## config.mk

```make
export PLATFORM = sky130hd
export DESIGN_NAME = rf_write_arbiter
export DESIGN_NICKNAME = d
export VERILOG_FILES = /design/src/rtl/rf_write_arbiter_pkg.sv /design/src/rtl/rf_write_arbiter_rr_arbiter.sv /design/src/rtl/rf_write_arbiter.sv
export SDC_FILE = /design/constraint.sdc
export NUM_CORES = 1
export LEC_CHECK = 0
export CAP_MARGIN = 10
export CORE_MARGIN = 2
export CORE_UTILIZATION = 38
export CTS_CLUSTER_DIAMETER = 120
export CTS_CLUSTER_SIZE = 16
export DETAILED_ROUTE_END_ITERATION = 12
export GPL_TIMING_DRIVEN = 0
export PLACE_DENSITY = 0.87
export REMOVE_ABC_BUFFERS = 1
export SYNTH_ARGS = -nofsm -noshare
export SYNTH_HDL_FRONTEND = slang
export SYNTH_HIERARCHICAL = 1
export SYNTH_SLANG_ARGS = --single-unit
```

## constraint.sdc

```tcl
create_clock -name clk -period 4.01 [get_ports clk]
set_clock_uncertainty 0.05 [all_clocks]
set_input_delay 0.802 -clock clk [delete_from_list [all_inputs] [get_ports clk]]
set_output_delay 0.802 -clock clk [all_outputs]
set_load 0.05 [all_outputs]
```

## src/rtl/rf_write_arbiter_pkg.sv

```systemverilog
// Shared core definitions for the register-file writeback path: architectural widths
// and the round-robin index helper used by the write-port arbiter.
package rf_write_arbiter_pkg;

    localparam int unsigned REG_AW = 5;
    localparam int unsigned XLEN = 32;
    localparam logic [REG_AW-1:0] REG_ZERO = 5'd0;

    // Index following idx in a ring of n entries.
    function automatic int unsigned rr_next(input int unsigned idx, input int unsigned n);
        if (idx + 1 >= n) begin
            return 0;
        end
        return idx + 1;
    endfunction

endpackage

```

## src/rtl/rf_write_arbiter_rr_arbiter.sv

```systemverilog
// Round-robin arbiter: holds the priority pointer and computes a one-hot grant to the
// first valid requester at or after the pointer, wrapping around.
module rr_arbiter
    import rf_write_arbiter_pkg::*;
#(
    parameter int unsigned NREQ = 2
) (
    input  logic                     clk,
    input  logic                     rst,
    input  logic [NREQ-1:0]          valid,
    input  logic                     advance,
    output logic [NREQ-1:0]          grant_onehot,
    output logic [$clog2(NREQ)-1:0]  grant_idx
);

    localparam int unsigned IW = $clog2(NREQ);

    logic [IW-1:0] ptr_q;
    logic [IW-1:0] ptr_d;
    logic [IW-1:0] cand;
    logic          found;
    int unsigned   sum;

    always_comb begin
        grant_onehot = '0;
        grant_idx    = '0;
        found        = 1'b0;
        cand         = '0;
        sum          = 0;
        for (int unsigned k = 0; k < NREQ; k++) begin
            sum = 32'(ptr_q) + k;
            if (sum >= NREQ) begin
                sum = sum - NREQ;
            end
            cand = IW'(sum);
            if (!found && valid[cand]) begin
                found              = 1'b1;
                grant_onehot[cand] = 1'b1;
                grant_idx          = cand;
            end
        end
    end

    // The pointer moves past the winner only when the grant was actually taken.
    always_comb begin
        ptr_d = ptr_q;
        if (advance) begin
            ptr_d = IW'(rr_next(32'(grant_idx), NREQ));
        end
    end

    always_ff @(posedge clk or negedge rst) begin
        if (!rst) begin
            ptr_q <= '0;
        end else begin
            ptr_q <= ptr_d;
        end
    end

endmodule

```

## src/rtl/rf_write_arbiter.sv

```systemverilog
// Shares the register file's single write port among NREQ writeback requesters, with a
// registered write stage and a one-hot view of the register currently being written.
module rf_write_arbiter
    import rf_write_arbiter_pkg::*;
#(
    parameter int unsigned NREQ = 2,
    parameter int unsigned DW   = XLEN,
    parameter int unsigned AW   = REG_AW
) (
    input  logic                     clk,
    input  logic                     rst,
    input  logic                     hold,
    input  logic [NREQ-1:0]          req_valid,
    input  logic [NREQ*AW-1:0]       req_rd,
    input  logic [NREQ*DW-1:0]       req_data,
    output logic [NREQ-1:0]          req_ready,
    output logic                     rf_we,
    output logic [AW-1:0]            rf_rd,
    output logic [DW-1:0]            rf_data,
    output logic [(2**AW)-1:0]       wr_pending,
    output logic [$clog2(NREQ)-1:0]  grant_idx
);

    localparam int unsigned IW = $clog2(NREQ);

    logic [NREQ-1:0] arb_onehot;
    logic [IW-1:0]   arb_idx;
    logic            transfer;
    logic [AW-1:0]   sel_rd;
    logic [DW-1:0]   sel_data;

    rr_arbiter #(
        .NREQ(NREQ)
    ) u_rr_arbiter (
        .clk         (clk),
        .rst         (rst),
        .valid       (req_valid),
        .advance     (transfer),
        .grant_onehot(arb_onehot),
        .grant_idx   (arb_idx)
    );

    // Grants are suppressed while stalled and while reset is asserted.
    always_comb begin
        req_ready = '0;
        if (rst && !hold) begin
            req_ready = arb_onehot;
        end
    end

    assign transfer = |req_ready;
    assign sel_rd   = req_rd[32'(arb_idx)*AW +: AW];
    assign sel_data = req_data[32'(arb_idx)*DW +: DW];

    always_ff @(posedge clk or negedge rst) begin
        if (!rst) begin
            rf_we     <= 1'b0;
            rf_rd     <= '0;
            rf_data   <= '0;
            grant_idx <= '0;
        end else begin
            // x0 writes still consume the slot but never raise the write enable.
            rf_we <= transfer && (sel_rd != AW'(REG_ZERO));
            if (transfer) begin
                rf_rd     <= sel_rd;
                rf_data   <= sel_data;
                grant_idx <= arb_idx;
            end
        end
    end

    always_comb begin
        wr_pending = '0;
        if (rf_we) begin
            wr_pending[rf_rd] = 1'b1;
        end
    end

`ifndef SYNTHESIS
    a_grant_onehot: assert property (@(posedge clk) disable iff (!rst) $onehot0(req_ready));
    a_hold_blocks: assert property (@(posedge clk) disable iff (!rst) hold |-> req_ready == '0);
    a_grant_valid: assert property (@(posedge clk) disable iff (!rst)
        (req_ready & ~req_valid) == '0);
`endif

endmodule
```

==> metrics.md, run 1 <==
| Metric | Value |
|---|---|
| Initial DRC Count | 29 |
| Area after DPL | 0.00383 mm2 |
| EDFF count, synth | 0 |
| Initial cell density of the core | 0.398 |
| Synthesized area | 0.00223 mm2 |
| Vias in the first global route | 2,037 |
| GRT overflow | 0 |
| Clock tree root driver cell | clkbuf_8 |
| Critical path type | in2out |
| Post-DP HPWL | 4.97 mm |
| Final worst slack | 0.573 ns |
| Number of iterations in the first detailed-routing pass | 3 |
| # fillers | 445 |
| RSZ-0062 raised after global routing | false |
| Synth unique cells | 21 |
| Die width | 80.7 um |
| Setup_tns | 0 ns |
| Layout area overhead | 77.3% |
| Worst Hold Class | in2async |
| Clock sinks | 40 |
| Detailed-route via count | 2,030 |
| Diode count | 0 |
| FF-to-FF path depth | 6 |
| Largest net degree at the start of global routing | 41 |
| Setup slack, reg-to-reg | 1.58 ns |
| Port-buffer cells | 151 |
| Fin util | 0.706 |
| Postcts setup bufs | 0 |
| Outcome | complete, no violations |
| R2R Path End | rf_data[23] |
| Routed wire length per instance | 15.4 um |
| Hold Buf Count CTS | 0 |
| Main synth FF type | dfrtp_1 |
| Multi-input gate area | 0.00119 mm2 |
| Max Cap Viol | 0 |
| Core footprint | 0.00561 mm2 |
| Worst VDD drop | 328 uV |
| Syn_area_per_cell | 12.1 um2 |
| Total number of H-tree levels | 2 |
| Static Leak | 1.51 nW |
| Vias per cell | 4.95 |
| Post-cts resize count | 0 |
| Final WL | 6.31 mm |
| Ratio of cells with drive above 1 in the final layout | 0.272 |
| ANT nets after route | 0 |
| Power Density | 503 mW/mm2 |
| Final hold vios | 0 |
| DRC Markers | 0 |
| Arrival time at the worst endpoint | 2.59 ns |
| Slew @ Worst Pin | 0.937 ns |
| Initial antenna violation count | 0 |
| Clock Latency Late Sink | 0.29 ns |
| All-Layer GR Usage | 0.198 |
| Cells after Synth | 185 |
| Worst setup EP type | primary output |
| Register area | 0.00100 mm2 |
| Fin crit share | 0.857 |
| Worst path required time | 3.16 ns |
| Die height | 80.7 um |
| Setup violations, final | 0 |
| Critical path origin | req_valid[0] |
| Critical Path Source Type | input port |
| Finished Cell Area | 0.00396 mm2 |
| Die area | 0.00651 mm2 |
| I/O pin total | 152 |
| Seq/Total Area, Yosys | 0.448 |
| TritonCTS Buffers | 5 |
| Row cnt | 27 |
| Yosys reg bits | 40 |
| Async set or reset register ratio after synthesis | 1.00 |
| Place WS | 0.572 ns |
| Global placement routability congestion | 0.734 |
| CTS tree | yes |
| First-pass GRT wire length | 9.80 mm |
| Clock Pin Slew Worst Setup and Hold Paths | 0.08 ns |
| Fmax | 291 MHz |
| Post-layout min period | 3.44 ns |
| Clock buffer depth | 2 |
| Slew margin rel. | 0.375 |
| Worst-path fanout max | 2 |
| Max-slew violation count | 0 |
| Fin nets | 416 |
| Synth warn | 6 |
-- routing by layer --
layer,routed length [um],share of wire,global-route usage
met2,3020,0.48,0.356
met5,0,0,0
met3,688,0.11,0.0831
met4,91,0.014,0.0644
met1,2510,0.40,0.206
-- cell families (layout without fill, tap and decap cells) --
group	Yosys count	after routing	share of synthesized area
DFF	40	40	0.448
buffers and inverters	9	162	0.0241
and+or+nand+nor	59	59	0.137
muxes	75	75	0.378
AOI/OAI and AO/OA	2	2	0.0129
-- power breakdown --
part	leakage (nW)	internal, mW	switching [mW]
Sequential	0.472	0.519	0.0774
Combinational	0.977	0.423	0.616
Clock	0.0645	0.220	0.137
-- cell usage in the layout, fill, tap and decap left out, types with 2 or more instances in the layout --
master	synthesis	routed
clkdlybuf4s50_1	0	150
mux2_2	74	74
dfrtp_1	40	40
nor2_1	36	36
clkbuf_8	0	7
nand3b_1	6	6
or3b_2	2	2
nand3_1	2	2
nand2_1	2	2
and3b_1	2	2
nor4_1	2	2
buf_8	0	2
-- cell type report --
class	instances	area share
repair buffers	154	0.393
multi-input cells	136	0.300
flip-flops and latches	40	0.253
clock buffers	7	0.0243
well taps	72	0.0227
clock inverters	1	0.00758
-- metrics by stage --
stage               hold slack [ns]  power (mW)  std cells
detailed placement            0.428        1.65        402
finish                        0.267        1.99        410
global route                  0.245        2.09        410
CTS                           0.256        2.02        410
global placement              0.419        1.63        399
floorplan                     0.456        1.25        176
-- state kept, by name, indices dropped and copies added (netlist names), named ones only --
name	count
grant_idx	1
rf_rd	5
rf_we	1
rf_data	32
-- Yosys cell counts, drive strengths merged (2+ instances only) --
library cell	n	area (um2)
and2	2	12.5
and3b	2	17.5
buf	8	50.1
dfrtp	40	1000
mux2	75	845
nand2	2	7.51
nand3	2	10.0
nand3b	6	45.0
nor2	36	135
nor4	2	12.5
or3b	3	26.3
-- how the worst max path moves through the flow --
stage	end	slack [ns]	depth (start not counted)
6_report	req_ready[0]	0.57	4
5_1_grt	req_ready[0]	0.51	4
4_1_cts	req_ready[0]	0.57	4
3_5_place_dp	req_ready[0]	0.57	4
3_3_place_gp	rf_data[0]	-1.90	3
2_1_floorplan	rf_data[0]	0.67	4
-- worst max-delay path, stage by stage --
cell,delay (ns)
clkdlybuf4s50_1,0.53
a21boi_0,0.26
and3b_1,0.19
clkdlybuf4s50_1,0.79
Note: power is estimated with default switching activity, not from simulation.
==> inputs of run 2 (changes only) <==
==> constraint.sdc (replaced) <==
create_clock -name clk -period 4 [get_ports clk]
set_clock_uncertainty 0.05 [all_clocks]
set_input_delay 0.8 -clock clk [delete_from_list [all_inputs] [get_ports clk]]
set_output_delay 0.8 -clock clk [all_outputs]
set_load 0.05 [all_outputs]
==> results of run 2 <==
The final DEF is identical to that of run 1. Status: complete, no violations.
Among the figures that moved: setup slack after placement 0.572 ns -> 0.566 ns; setup slack after layout 0.573 ns -> 0.567 ns; hold slack 0.267 ns -> 0.265 ns; register-to-register setup slack 1.58 ns -> 1.57 ns; total power 1.99 mW -> 2.00 mW; worst IR drop on VDD 328 uV -> 329 uV
==> inputs of run 3 (changes only) <==
--- a/config.mk
+++ b/config.mk
@@ -9,11 +9,11 @@
 export CORE_MARGIN = 2
 export CORE_UTILIZATION = 38
 export CTS_CLUSTER_DIAMETER = 120
-export CTS_CLUSTER_SIZE = 16
 export DETAILED_ROUTE_END_ITERATION = 12
 export GPL_TIMING_DRIVEN = 0
 export PLACE_DENSITY = 0.87
 export REMOVE_ABC_BUFFERS = 1
+export SKIP_LAST_GASP = 1
 export SYNTH_ARGS = -nofsm -noshare
 export SYNTH_HDL_FRONTEND = slang
 export SYNTH_HIERARCHICAL = 1
==> results of run 3 <==
The final DEF is identical to that of run 1. Status: complete, no violations.
Among the figures that moved: setup slack after placement 0.572 ns -> 0.566 ns; setup slack after layout 0.573 ns -> 0.567 ns; hold slack 0.267 ns -> 0.265 ns; register-to-register setup slack 1.58 ns -> 1.57 ns; total power 1.99 mW -> 2.00 mW; worst IR drop on VDD 328 uV -> 329 uV
